## config.mk

```make
export PLATFORM = sky130hd
export DESIGN_NAME = board_reveal_engine_flat
export DESIGN_NICKNAME = d
export VERILOG_FILES = /design/src/rtl/board_reveal_engine_pkg.sv /design/src/rtl/board_reveal_engine_if.sv /design/src/rtl/board_reveal_engine_cell_queue.sv /design/src/rtl/board_reveal_engine.sv /design/src/flat_wrapper.sv
export SDC_FILE = /design/constraint.sdc
export NUM_CORES = 1
export LEC_CHECK = 0
export ABC_AREA = 0
export BUFFER_PORTS_ARGS = -buffer_cell sky130_fd_sc_hd__clkbuf_2
export CAP_MARGIN = 0
export CORE_AREA = 2 2 281 283
export DETAILED_ROUTE_END_ITERATION = 8
export DIE_AREA = 0 0 283 285
export HOLD_SLACK_MARGIN = 0.12
export PLACE_DENSITY = 0.65
export SLEW_MARGIN = 25
export SYNTH_ARGS = -nofsm -noshare
export SYNTH_HDL_FRONTEND = slang
export SYNTH_SLANG_ARGS = --single-unit
export TNS_END_PERCENT = 1
```

## constraint.sdc

```tcl
create_clock -name clk -period 8.8 [get_ports clk]
set_clock_uncertainty 0.1 [all_clocks]
set_input_delay 0.44 -clock clk [delete_from_list [all_inputs] [get_ports clk]]
set_output_delay 0.44 -clock clk [all_outputs]
set_load 0.005 [all_outputs]
```

## src/rtl/board_reveal_engine_pkg.sv

```systemverilog
// -----------------------------------------------------------------------------
// buscaminas_pkg
// Shared definitions for the minesweeper player-side reveal engine:
//   - board geometry and index widths
//   - cell field positions inside each 9-bit board word
//   - command opcode and reveal FSM state enums
//   - neighbour offset table walked by the flood fill
//   - index() helper mapping (row, col) to the flat cell index row*COLS+col
// -----------------------------------------------------------------------------
package buscaminas_pkg;

    localparam int BOARD_ROWS = 8;
    localparam int BOARD_COLS = 8;
    localparam int NCELLS     = BOARD_ROWS * BOARD_COLS;
    localparam int ROW_W      = 3;
    localparam int COL_W      = 3;
    localparam int IDX_W      = ROW_W + COL_W;

    // Cell word layout: bit8 = bomb, bits3:0 = adjacent bomb count.
    localparam int CELL_W     = 9;
    localparam int BOMB_BIT   = 8;
    localparam int COUNT_MSB  = 3;
    localparam int COUNT_LSB  = 0;

    typedef logic [IDX_W-1:0] cell_idx_t;

    typedef enum logic {
        OP_REVEAL = 1'b0,
        OP_FLAG   = 1'b1
    } cmd_op_t;

    typedef enum logic [2:0] {
        IDLE,
        CHECK,
        POP,
        NEIGH,
        FINISH,
        LOST,
        WON
    } reveal_state_t;

    typedef struct packed {
        logic signed [1:0] dr;
        logic signed [1:0] dc;
    } nbr_offset_t;

    // Row-major scan of the 3x3 neighbourhood, centre excluded.
    localparam nbr_offset_t NBR_OFFSETS [8] = '{
        '{dr: -2'sd1, dc: -2'sd1},
        '{dr: -2'sd1, dc:  2'sd0},
        '{dr: -2'sd1, dc:  2'sd1},
        '{dr:  2'sd0, dc: -2'sd1},
        '{dr:  2'sd0, dc:  2'sd1},
        '{dr:  2'sd1, dc: -2'sd1},
        '{dr:  2'sd1, dc:  2'sd0},
        '{dr:  2'sd1, dc:  2'sd1}
    };

    function automatic cell_idx_t index(input int row, input int col);
        return cell_idx_t'(row * BOARD_COLS + col);
    endfunction

endpackage

```

## src/rtl/board_reveal_engine_if.sv

```systemverilog
// -----------------------------------------------------------------------------
// board_reveal_engine_if
// Command channel between the player controller (master) and the reveal
// engine (slave).
//   cmd_valid  master->slave  command request
//   cmd_op     master->slave  OP_REVEAL / OP_FLAG
//   cmd_row    master->slave  target row
//   cmd_col    master->slave  target column
//   cmd_ready  slave->master  engine idle and able to accept
//   cmd_done   slave->master  one-cycle pulse when an accepted command ends
// -----------------------------------------------------------------------------
interface board_reveal_engine_if;
    import buscaminas_pkg::*;

    logic             cmd_valid;
    logic             cmd_ready;
    cmd_op_t          cmd_op;
    logic [ROW_W-1:0] cmd_row;
    logic [COL_W-1:0] cmd_col;
    logic             cmd_done;

    modport master (
        output cmd_valid, cmd_op, cmd_row, cmd_col,
        input  cmd_ready, cmd_done
    );

    modport slave (
        input  cmd_valid, cmd_op, cmd_row, cmd_col,
        output cmd_ready, cmd_done
    );

endinterface

```

## src/rtl/board_reveal_engine_cell_queue.sv

```systemverilog
// -----------------------------------------------------------------------------
// cell_queue
// Synchronous FIFO of cell indices used as the breadth-first flood frontier.
//   clk, reset  system clock, synchronous active-high reset (empties queue)
//   push        write push_idx at the tail (ignored when full)
//   push_idx    cell index to enqueue
//   pop         drop the head entry (ignored when empty)
//   head        current head entry, valid while !empty
//   empty/full  occupancy flags
// -----------------------------------------------------------------------------
module cell_queue
    import buscaminas_pkg::*;
#(
    parameter int QDEPTH = 64
) (
    input  logic      clk,
    input  logic      reset,
    input  logic      push,
    input  cell_idx_t push_idx,
    input  logic      pop,
    output cell_idx_t head,
    output logic      empty,
    output logic      full
);

    localparam int PTR_W = (QDEPTH > 1) ? $clog2(QDEPTH) : 1;
    localparam int CNT_W = $clog2(QDEPTH + 1);

    cell_idx_t        mem [QDEPTH];
    logic [PTR_W-1:0] wr_ptr;
    logic [PTR_W-1:0] rd_ptr;
    logic [CNT_W-1:0] count;
    logic             do_push;
    logic             do_pop;

    function automatic logic [PTR_W-1:0] ptr_inc(input logic [PTR_W-1:0] p);
        return (p == PTR_W'(QDEPTH - 1)) ? '0 : p + 1'b1;
    endfunction

    assign do_push = push && !full;
    assign do_pop  = pop && !empty;
    assign empty   = (count == '0);
    assign full    = (count == CNT_W'(QDEPTH));
    assign head    = mem[rd_ptr];

    // NOTE: state registers use non-blocking assignments so every flop samples
    // pre-edge values regardless of statement order.
    always_ff @(posedge clk) begin
        if (reset) begin
            wr_ptr <= '0;
            rd_ptr <= '0;
            count  <= '0;
        end else begin
            if (do_push) wr_ptr <= ptr_inc(wr_ptr);
            if (do_pop)  rd_ptr <= ptr_inc(rd_ptr);
            case ({do_push, do_pop})
                2'b10:   count <= count + 1'b1;
                2'b01:   count <= count - 1'b1;
                default: count <= count;
            endcase
        end
    end

    // NOTE: the storage array has no reset; emptiness is tracked by count, so
    // stale contents are never observed and the array can map to plain RAM.
    always_ff @(posedge clk) begin
        if (do_push) mem[wr_ptr] <= push_idx;
    end

endmodule

```

## src/rtl/board_reveal_engine.sv

```systemverilog
// -----------------------------------------------------------------------------
// board_reveal_engine
// Player-side reader of the minesweeper board. Executes reveal / flag-toggle
// commands, flood-reveals from zero-count cells breadth-first, and publishes
// revealed/flag masks and lose/win status.
//   clk, reset   system clock, synchronous active-high reset
//   board        [row][col] 9-bit cells (bit8 bomb, bits3:0 count); held
//                stable while busy
//   cmd          command channel (slave side of board_reveal_engine_if)
//   revealed     bit row*8+col set when that cell is revealed
//   flagged      bit row*8+col set when that cell is flagged
//   busy         command in progress
//   game_over    sticky, a bomb was revealed
//   game_won     sticky, every non-bomb cell is revealed
// Internal index arithmetic assumes the 8x8 geometry of buscaminas_pkg.
// -----------------------------------------------------------------------------
module board_reveal_engine
    import buscaminas_pkg::*;
#(
    parameter int ROWS   = BOARD_ROWS,
    parameter int COLS   = BOARD_COLS,
    parameter int QDEPTH = 64
) (
    input  logic                                   clk,
    input  logic                                   reset,
    input  logic [ROWS-1:0][COLS-1:0][CELL_W-1:0]  board,
    board_reveal_engine_if.slave                   cmd,
    output logic [ROWS*COLS-1:0]                   revealed,
    output logic [ROWS*COLS-1:0]                   flagged,
    output logic                                   busy,
    output logic                                   game_over,
    output logic                                   game_won
);

    reveal_state_t        state, state_nxt;
    cmd_op_t              op_q;
    logic [ROW_W-1:0]     row_q;
    logic [COL_W-1:0]     col_q;
    cell_idx_t            cur, cur_nxt;
    logic [2:0]           nbr_idx, nbr_nxt;
    logic [ROWS*COLS-1:0] revealed_nxt, flagged_nxt, bomb_mask;
    logic                 done_nxt, over_nxt, won_nxt;

    logic                 q_push, q_pop, q_empty, q_full_unused;
    cell_idx_t            q_push_idx, q_head;

    cell_idx_t            tgt_idx;
    logic                 tgt_bomb;
    logic [3:0]           tgt_count;

    int                   nr, nc;
    logic                 nbr_in;
    logic [ROW_W-1:0]     nbr_row;
    logic [COL_W-1:0]     nbr_col;
    cell_idx_t            nbr_cell_idx;
    logic                 nbr_bomb;
    logic [3:0]           nbr_count;
    logic [3:0]           board_unused;

    assign cmd.cmd_ready = (state == IDLE);
    assign busy          = !(state inside {IDLE, LOST, WON});

    assign tgt_idx   = index(int'(row_q), int'(col_q));
    assign tgt_bomb  = board[row_q][col_q][BOMB_BIT];
    assign tgt_count = board[row_q][col_q][COUNT_MSB:COUNT_LSB];

    always_comb begin
        bomb_mask    = '0;
        board_unused = '0;
        for (int r = 0; r < ROWS; r++) begin
            for (int c = 0; c < COLS; c++) begin
                bomb_mask[r*COLS+c] = board[r][c][BOMB_BIT];
                board_unused        = board_unused ^ board[r][c][BOMB_BIT-1:COUNT_MSB+1];
            end
        end
    end

    // Neighbour under inspection; out-of-range coordinates are masked by nbr_in
    // so a corner cell never wraps onto the opposite edge.
    always_comb begin
        nr     = int'(cur[IDX_W-1:COL_W]) + int'(NBR_OFFSETS[nbr_idx].dr);
        nc     = int'(cur[COL_W-1:0])     + int'(NBR_OFFSETS[nbr_idx].dc);
        nbr_in = (nr >= 0) && (nr < ROWS) && (nc >= 0) && (nc < COLS);
    end

    assign nbr_row      = ROW_W'(nr);
    assign nbr_col      = COL_W'(nc);
    assign nbr_cell_idx = index(int'(nbr_row), int'(nbr_col));
    assign nbr_bomb     = board[nbr_row][nbr_col][BOMB_BIT];
    assign nbr_count    = board[nbr_row][nbr_col][COUNT_MSB:COUNT_LSB];

    cell_queue #(.QDEPTH(QDEPTH)) u_queue (
        .clk      (clk),
        .reset    (reset),
        .push     (q_push),
        .push_idx (q_push_idx),
        .pop      (q_pop),
        .head     (q_head),
        .empty    (q_empty),
        .full     (q_full_unused)
    );

    // NOTE: every signal written here gets a default first, so no path leaves
    // one unassigned and no latch is inferred.
    always_comb begin
        state_nxt    = state;
        revealed_nxt = revealed;
        flagged_nxt  = flagged;
        cur_nxt      = cur;
        nbr_nxt      = nbr_idx;
        done_nxt     = 1'b0;
        over_nxt     = game_over;
        won_nxt      = game_won;
        q_push       = 1'b0;
        q_push_idx   = tgt_idx;
        q_pop        = 1'b0;

        unique case (state)
            IDLE: if (cmd.cmd_valid) state_nxt = CHECK;

            CHECK: begin
                if (op_q == OP_FLAG) begin
                    if (!revealed[tgt_idx]) flagged_nxt[tgt_idx] = !flagged[tgt_idx];
                    state_nxt = FINISH;
                end else if (revealed[tgt_idx] || flagged[tgt_idx]) begin
                    state_nxt = FINISH;
                end else if (tgt_bomb) begin
                    revealed_nxt[tgt_idx] = 1'b1;
                    over_nxt              = 1'b1;
                    done_nxt              = 1'b1;
                    state_nxt             = LOST;
                end else if (tgt_count != 4'd0) begin
                    revealed_nxt[tgt_idx] = 1'b1;
                    state_nxt             = FINISH;
                end else begin
                    revealed_nxt[tgt_idx] = 1'b1;
                    q_push                = 1'b1;
                    state_nxt             = POP;
                end
            end

            POP: begin
                if (q_empty) begin
                    state_nxt = FINISH;
                end else begin
                    q_pop     = 1'b1;
                    cur_nxt   = q_head;
                    nbr_nxt   = '0;
                    state_nxt = NEIGH;
                end
            end

            NEIGH: begin
                // Pushing only at the moment of reveal keeps each cell queued
                // at most once, so the queue never exceeds the cell count.
                if (nbr_in && !revealed[nbr_cell_idx] && !flagged[nbr_cell_idx] && !nbr_bomb) begin
                    revealed_nxt[nbr_cell_idx] = 1'b1;
                    if (nbr_count == 4'd0) begin
                        q_push     = 1'b1;
                        q_push_idx = nbr_cell_idx;
                    end
                end
                if (nbr_idx == 3'd7) state_nxt = POP;
                else                 nbr_nxt   = nbr_idx + 1'b1;
            end

            FINISH: begin
                done_nxt = 1'b1;
                if (&(revealed | bomb_mask)) begin
                    won_nxt   = 1'b1;
                    state_nxt = WON;
                end else begin
                    state_nxt = IDLE;
                end
            end

            LOST, WON: state_nxt = state;

            default: state_nxt = IDLE;
        endcase
    end

    always_ff @(posedge clk) begin
        if (reset) begin
            state        <= IDLE;
            revealed     <= '0;
            flagged      <= '0;
            cur          <= '0;
            nbr_idx      <= '0;
            op_q         <= OP_REVEAL;
            row_q        <= '0;
            col_q        <= '0;
            cmd.cmd_done <= 1'b0;
            game_over    <= 1'b0;
            game_won     <= 1'b0;
        end else begin
            state        <= state_nxt;
            revealed     <= revealed_nxt;
            flagged      <= flagged_nxt;
            cur          <= cur_nxt;
            nbr_idx      <= nbr_nxt;
            cmd.cmd_done <= done_nxt;
            game_over    <= over_nxt;
            game_won     <= won_nxt;
            if (state == IDLE && cmd.cmd_valid) begin
                op_q  <= cmd.cmd_op;
                row_q <= cmd.cmd_row;
                col_q <= cmd.cmd_col;
            end
        end
    end

endmodule

```

## src/flat_wrapper.sv

```systemverilog
// flat-port wrapper written by rule: the top's interface ports become plain ports
module board_reveal_engine_flat import buscaminas_pkg::*;
#(
    parameter int ROWS   = BOARD_ROWS,
    parameter int COLS   = BOARD_COLS,
    parameter int QDEPTH = 64
)
  (clk, reset, board, revealed, flagged, busy, game_over, game_won, cmd_cmd_valid, cmd_cmd_op, cmd_cmd_row, cmd_cmd_col, cmd_cmd_ready, cmd_cmd_done);
  board_reveal_engine_if cmd_i ();
  input  logic clk;
  input  logic reset;
  input  logic [ROWS-1:0][COLS-1:0][CELL_W-1:0] board;
  output logic [ROWS*COLS-1:0] revealed;
  output logic [ROWS*COLS-1:0] flagged;
  output logic busy;
  output logic game_over;
  output logic game_won;
  input wire logic [$bits(cmd_i.cmd_valid)-1:0] cmd_cmd_valid;
  input wire logic [$bits(cmd_i.cmd_op)-1:0] cmd_cmd_op;
  input wire logic [$bits(cmd_i.cmd_row)-1:0] cmd_cmd_row;
  input wire logic [$bits(cmd_i.cmd_col)-1:0] cmd_cmd_col;
  output wire logic [$bits(cmd_i.cmd_ready)-1:0] cmd_cmd_ready;
  output wire logic [$bits(cmd_i.cmd_done)-1:0] cmd_cmd_done;
  assign cmd_i.cmd_valid = cmd_cmd_valid;
  assign cmd_i.cmd_op = cmd_cmd_op;
  assign cmd_i.cmd_row = cmd_cmd_row;
  assign cmd_i.cmd_col = cmd_cmd_col;
  assign cmd_cmd_ready = cmd_i.cmd_ready;
  assign cmd_cmd_done = cmd_i.cmd_done;
  board_reveal_engine #(.ROWS(ROWS), .COLS(COLS), .QDEPTH(QDEPTH)) u_core (.clk(clk), .reset(reset), .board(board), .cmd(cmd_i), .revealed(revealed), .flagged(flagged), .busy(busy), .game_over(game_over), .game_won(game_won));
endmodule
```

# [Yosys cells after proc, flatten, opt, wreduce, memory -nomap -nowiden]
# Memories as Yosys holds them, arrays and structs flattened. A register that Yosys moved wholly into a read port is not among the register bits.
# Index checks and enable logic that the tools add are counted.
[totals] regBits=163 latchBits=0 ram_bits=384 rom_bits=32 inputBits=586 out_inout_bits=133 word_cells=161 n_memories=2
[classes] addsub=9 mul=0 div=0 order_cmp=13 eq_ne=19 shift=0 muxes=60 bitwise=9 n_reduce_logical=36
[memory_table] memory="u_core.u_queue.mem" depth=64 word_bits=6 rd=1 rd_ports_with_merged_regs=1 write_ports=1 line_no="board_reveal_engine_cell_queue.sv:29" source="cell_idx_t mem [QDEPTH];"
[memory_table] memory="(name not given)" depth=8 word_bits=4 rd=1 rd_ports_with_merged_regs=0 write_ports=0 line_no="board_reveal_engine.sv:81" source="nr = int'(cur[IDX_W-1:COL_W]) + int'(NBR_OFFSETS[nbr_idx].dr);"
[op_table] operator="binary-select mux 72 bit (select 3 bit)" n=2
[op_table] operator="2-to-1 mux 64 bit" n=3
[op_table] operator="bitwise OR 64 bit" n=3
[op_table] operator="2-to-1 mux 72 bit" n=2
[op_table] operator="one-hot mux 64 bit (2 select lines)" n=1
[op_table] operator="AND reduction 65 bit" n=1
[op_table] operator="bitwise mux 64 bit" n=1
[op_table] operator=">= comparator 32 x 1 -> 1 bit (second input constant)" n=2
[op_table] operator="< comparator 32 x 5 -> 1 bit (second input constant)" n=2
[op_table] operator="AND reduction 64 bit" n=1
[op_table] operator="binary-select mux 9 bit (select 3 bit)" n=2
[op_table] operator="2-to-1 mux 3 bit" n=10
[op_table] operator="2-to-1 mux 6 bit" n=5
[op_table] operator="binary-select mux 1 bit (select 6 bit)" n=4
[op_table] operator="2-to-1 mux 1 bit" n=19
[op_table] operator="2-to-1 mux 9 bit" n=2
[op_table] operator="one-hot mux 3 bit (6 select lines)" n=1
[op_table] operator="< comparator 3 x 4 -> 1 bit (second input constant)" n=4
[op_table] operator="< comparator 6 x 7 -> 1 bit (second input constant)" n=2
[op_table] operator="one-hot mux 7 bit (2 select lines)" n=1
[op_table] operator="adder 6 x 1 -> 6 bit (second input constant)" n=2
[op_table] operator="adder 6 x 3 -> 6 bit" n=2
[op_table] operator="demux 1 bit (select 6 bit)" n=2
[op_table] operator="== test 3 bit (second input constant)" n=4
[op_table] operator="32 further kinds" n=68

# [Depth between registers and ports, before layout]
[depth] ltp_word=17 mapped_depth=31 mapped_depth_nobuf=25

# [By module]
# Synthesis repeated with hierarchy kept, for this count alone.
[hier_totals] hier_cells=2743 area_unflattened_um2=30696.9
[by_module_without_submodules] module="cell_queue" n_inst=1 cells_per_inst=863 area_per_inst_um2=16349.4 seq_area_each_um2=12031.5
[by_module_without_submodules] module="board_reveal_engine" n_inst=1 cells_per_inst=1880 area_per_inst_um2=14347.5 seq_area_each_um2=3002.9

# [Worst setup path after synthesis]
# OpenSTA, ideal clock, no wires.
[synth_path] kind="reg2reg" start="register u_core.nbr_idx[0]" end="memory u_core.u_queue.mem[0][0] (netlist bit), data pin" setup_time_ns=0.702 t_arrival_ns=6.375 t_required_ns=7.998 slack_ns=1.623 path_stages_with_launch=16 n_path_buf=4 period_less_slack_ns=7.177 cell_sequence="dfxtp_1 inv_1 ha_1 nor2b_1 nor2_1 inv_1 fa_1 xor2_1 clkbuf_1 clkbuf_1 nand2_1 o31ai_1 and3b_1 clkbuf_1 clkbuf_1 o21ai_0"
[synth_between] elab_chain_cells=14 elab_cells_between_ends=32 cone_classes="3 x add/sub; 4 x order compare; 13 x mux; 1 x bitwise; 10 x reduce/logical; 1 x memory"
[synth_lines] item="start: declaration" line_no="board_reveal_engine.sv:40" source="logic [2:0] nbr_idx, nbr_nxt;"
[synth_lines] item="start signal: assignment" line_no="board_reveal_engine.sv:201" source="nbr_idx <= nbr_nxt;"
[synth_lines] item="NOT 3 -> 4 bit (implied by the code) (*)" line_no="board_reveal_engine.sv:81, board_reveal_engine.sv:82"
[synth_lines] item="memory (8 x 4 bit) (*)"
[synth_lines] item="2-to-1 mux 4 bit (implied by the code) (*) (2 in series)" line_no="board_reveal_engine.sv:81"
[synth_lines] item="adder 4 x 2 -> 5 bit, on equally long branches" line_no="board_reveal_engine.sv:82, board_reveal_engine.sv:81"
[synth_lines] item="adder 6 x 3 -> 6 bit, or another cell as far along" line_no="board_reveal_engine_pkg.sv:60" source="return cell_idx_t'(row * BOARD_COLS + col);"
[synth_lines] item="binary-select mux 1 bit (select 6 bit) / logical AND 1 bit (equally long branches)" line_no="board_reveal_engine.sv:156, board_reveal_engine.sv:83"
[synth_lines] item="2-to-1 mux 1 bit (implied by the code) / logical AND 1 bit (equally long branches)" line_no="board_reveal_engine.sv:156, board_reveal_engine.sv:83"
[synth_lines] item="zero test 1 bit / logical AND 1 bit (equally long branches)" line_no="board_reveal_engine.sv:156, board_reveal_engine.sv:83"
[synth_lines] item="logical AND 1 bit (3 in series)" line_no="board_reveal_engine.sv:156" source="if (nbr_in && !revealed[nbr_cell_idx] && !flagged[nbr_cell_idx] && !nbr_bomb) begin"
[synth_lines] item="2-to-1 mux 6 bit (*)" line_no="board_reveal_engine.sv:156"
[synth_lines] item="2-to-1 mux 6 bit (*)" line_no="board_reveal_engine.sv:118" source="unique case (state)"
[synth_lines] item="via u_core.q_push_idx[0]" line_no="board_reveal_engine.sv:45" source="cell_idx_t q_push_idx, q_head;"
[synth_lines] item="end: declaration" line_no="board_reveal_engine_cell_queue.sv:29"
# Mark *: on every way through the listed nets, which the timed path passes. The rest lies on a longest branch. The select of a mux whose other input is x is not followed.

# [Worst setup path in the final report]
[layout_path] start="register u_core.nbr_idx[0]" end="register u_core.u_queue.count[6]"
[layout_between] elab_chain_cells=17 elab_cells_between_ends=37 cone_classes="3 x add/sub; 4 x order compare; 2 x eq/ne; 14 x mux; 1 x bitwise; 12 x reduce/logical; 1 x memory"
[layout_lines] item="NOT 3 -> 4 bit (implied by the code) (*)" line_no="board_reveal_engine.sv:81, board_reveal_engine.sv:82"
[layout_lines] item="memory (8 x 4 bit) (*)"
[layout_lines] item="2-to-1 mux 4 bit (implied by the code) (*) (2 in series)" line_no="board_reveal_engine.sv:81"
[layout_lines] item="adder 4 x 2 -> 5 bit, on equally long branches" line_no="board_reveal_engine.sv:82, board_reveal_engine.sv:81"
[layout_lines] item="adder 6 x 3 -> 6 bit, or another cell as far along" line_no="board_reveal_engine_pkg.sv:60"
[layout_lines] item="binary-select mux 1 bit (select 6 bit) / logical AND 1 bit (equally long branches)" line_no="board_reveal_engine.sv:156, board_reveal_engine.sv:83"
[layout_lines] item="2-to-1 mux 1 bit (implied by the code) / logical AND 1 bit (equally long branches)" line_no="board_reveal_engine.sv:156, board_reveal_engine.sv:83"
[layout_lines] item="zero test 1 bit / logical AND 1 bit (equally long branches)" line_no="board_reveal_engine.sv:156, board_reveal_engine.sv:83"
[layout_lines] item="logical AND 1 bit (3 in series)" line_no="board_reveal_engine.sv:156"
[layout_lines] item="2-to-1 mux 1 bit (*)" line_no="board_reveal_engine.sv:156"
[layout_lines] item="one-hot mux 1 bit (2 select lines) (*)" line_no="board_reveal_engine.sv:118"
[layout_lines] item="logical AND 1 bit (*)" line_no="board_reveal_engine_cell_queue.sv:40" source="assign do_push = push && !full;"
[layout_lines] item="== test 2 x 1 -> 1 bit / == test 2 bit (equally long branches)" line_no="board_reveal_engine_cell_queue.sv:56" source="case ({do_push, do_pop})"
[layout_lines] item="one-hot mux 7 bit (2 select lines) / nonzero test 2 bit (equally long branches)"
[layout_lines] item="end signal: assignment" line_no="board_reveal_engine_cell_queue.sv:57" source="2'b10: count <= count + 1'b1;"
[layout_lines] item="end signal: assignment" line_no="board_reveal_engine_cell_queue.sv:58" source="2'b01: count <= count - 1'b1;"
[layout_lines] item="end signal: assignment" line_no="board_reveal_engine_cell_queue.sv:59" source="default: count <= count;"
[layout_lines] item="end: declaration" line_no="board_reveal_engine_cell_queue.sv:32" source="logic [CNT_W-1:0] count;"
# Mark *: on every way between the ends. The rest lies on a longest branch, timed or not. The select of a mux whose other input is x is not followed.
# A chain may end at the register's enable or synchronous reset.

==> metrics.txt <==
outcome=finished clean; Worst-Skew Late Latency=0.66 ns; fraction of registers with async set/reset=0; Core ar.=78,000 µm²; cell mode on critical path=ha_1; fmax=0.127 GHz; number of synthesized flops with an enable pin=384; Buf/Inv on CP=4; initial antenna violation count=14; max-cap viol count=0; CP max FO=23; leakage power=0.0120 µW; Ys Warns=0; pins over their slew limit=0; DIE WIDTH=283 µm; Post-Synth Simple-Gate Area=0.139; vias per std cell=6.43; Layout area overhead=19.2%; postcts setup bufs=0; Register Area=14,900 µm²; syn avg cell area=11.7 µm²; min-delay worst type=in -> reg; top_reg_cell synth=edfxtp_1; Total GRT Usage=0.317; Critical Path Sink Type=flop; worst setup path startpoint=u_core.nbr_idx[0]; Fillers=7,280; # H-tree levels=2; Detailed Route WL=132,000 µm; Post-Syn Area=29,600 µm²; XOR/XNOR share of the synthesized area=0.00494; CTS tree=built; DIE AREA=80,700 µm²; min cycle time layout=7.87 ns; commonest cells in the synthesized netlist=edfxtp_1 (384), nor2_1 (339), mux4_2 (182); cts repair resizes=0; remaining antenna violation count=0; Post-Synthesis Cells=2,538; Seq/Total Area, Yosys=0.504; combinational power share=0.202; via count of the routed design=26,026; top-count cell post-synth=edfxtp_1; pre-CTS WS=1.18 ns; first-pass GRT wire length=184,000 µm; Sw Share=0.314; io pins=719; post-synth top area cell=edfxtp_1; post-synthesis net count=3,146; average wire per standard cell=32.7 µm; HPWL Detailed=96,300 µm; Crit path max-delay family=compound AO/OA/AOI/OAI gates; multiplexer share of the synthesized area=0.184; area of the multi-input gates=13,900 µm²; CP required=9.15 ns; Worst Setup Start Kind=flop; Starting Density=0.380; Area contributors post-synth=edfxtp_1 (39%), mux4_2 (14%), dfxtp_1 (11%); fin nets=3,547; worst vdd ir=0.193 mV; DR pass1 iterations=8; WP data arrival=8.22 ns; final setup vio count=0; RSZ-0062 raised after global routing=no; HP Start=reset; Rows=103; Num CTS Buffers=57; period utilization=0.894; combinational family with the most area after synthesis=multiplexers; vias in the first global route=24,646; Clock Power Share=0.363; worst flop-to-flop path startpoint=u_core.nbr_idx[0]; DRT iter0 DRCs=3,587; CP max stage delay=1.16 ns; CTS Buffer Depth=3; final hold violation count=0; Synth Register Bits=553; Clock Sinks=553; CTS root buf=clkbuf_16; Critical-path top delay cell=fa_2; Yosys top cell area share=0.389; drt drc=0; Crit Path Class=reg -> reg; accumulated negative setup slack=0 ns; power per cell area=193 nW/µm²; Cell Int Power=4680 µW; clk slew on worst S/H paths=0.06 ns; pin count of the biggest net entering global routing=95; # hold bufs at CTS=7; P_sw=2150 µW; Synth cell types=83; Slew headroom=0.197; actual slew at the worst max-slew pin=1.20 ns; layout cells sized above 1=0.308; Die Ht=285 µm; Post-Synth Adder-Cell Area=0.00980; sequential fraction of design power=0.436; grt ovf=0; IO buf count=462; Synth Area in Compound Gates=0.123; final critical-path setup slack=0.929 ns; Final Wtd Congestion=1.01
[cells by family after synthesis]
logic type / after synthesis
flops: 553
mux: 314
compound gates: 541
simple gates: 839
fa+ha+maj: 22
buf+inv: 254
xor+xnor: 15
[metal layers]
| metal | track usage | up-vias | share of wire |
|---|---|---|---|
| li1 | - | 10819 | - |
| met1 | 0.382 | 12806 | 0.36 |
| met2 | 0.495 | 1906 | 0.45 |
| met3 | 0.0794 | 491 | 0.11 |
| met4 | 0.237 | 4 | 0.088 |
| met5 | 0 | - | 0.00020 |
[path summary, 6_finish.rpt]
check	end	slack [ns]	cells after the start
worst max-delay path	u_core.u_queue.count[6]	0.93	26
worst min-delay path	u_core.flagged[37]	0.31	2
worst max register to register	u_core.u_queue.count[6]	0.93	26
worst min register to register	u_core.game_over	0.35	2
[state kept, by name, summed over array words and instances (netlist names)]
name / count
u_core.row_q: 3
u_core.u_queue.mem: 384
u_core.u_queue.wr_ptr: 6
u_core.op_q: 1
u_core.state: 3
u_core.u_queue.rd_ptr: 6
u_core.cmd.cmd_done: 1
u_core.cur: 6
u_core.flagged: 64
u_core.game_over: 1
u_core.nbr_idx: 3
u_core.game_won: 1
u_core.revealed: 64
u_core.col_q: 3
u_core.u_queue.count: 7
[power by group through the flow]
stage                     Combinational, µW  Sequential [µW]  Clock [µW]
after floorplan                         738             2980           0
after global placement                 1290             3020           0
after detailed placement               1300             3030           0
after CTS                              1310             2970        2500
after global routing                   1410             2980        2600
final                                  1380             2980        2480
[placed cells by master (no fill, tap or decap), types with 26 or more instances in the layout]
cell type,n
nor3_1,80
nand2_1,122
o22ai_1,110
mux4_2,182
dfxtp_1,160
o21ai_0,50
clkbuf_16,57
inv_1,39
clkbuf_2,461
edfxtp_1,384
nand3_1,57
a21oi_1,138
mux2_2,26
buf_4,81
nor2_1,339
nor4_1,58
mux2i_1,106
[stage by stage]
step / hold WS, ns / area [µm²] / power [µW] / std cells / util
floorplan: 0.340 / 29600 / 3710 / 2538 / -
global placement: 0.338 / 33200 / 4320 / 3921 / 0.426
detailed placement: 0.337 / 33200 / 4330 / 3921 / 0.426
CTS: 0.303 / 35200 / 6780 / 4035 / 0.451
global route: 0.340 / 35300 / 6990 / 4048 / 0.453
finish: 0.314 / 35300 / 6830 / 4048 / 0.453
[cell type report]
cell class | instances | share of cell area
Antenna cell | 11 | 0.000780
Clock buffer | 66 | 0.0414
Clock inverter | 41 | 0.0132
Inverter | 42 | 0.00447
Multi-Input combinational cell | 1731 | 0.393
Sequential cell | 553 | 0.423
Tap cell | 1050 | 0.0372
Timing Repair Buffer | 554 | 0.0872
Note: power is estimated with default switching activity, not from simulation.
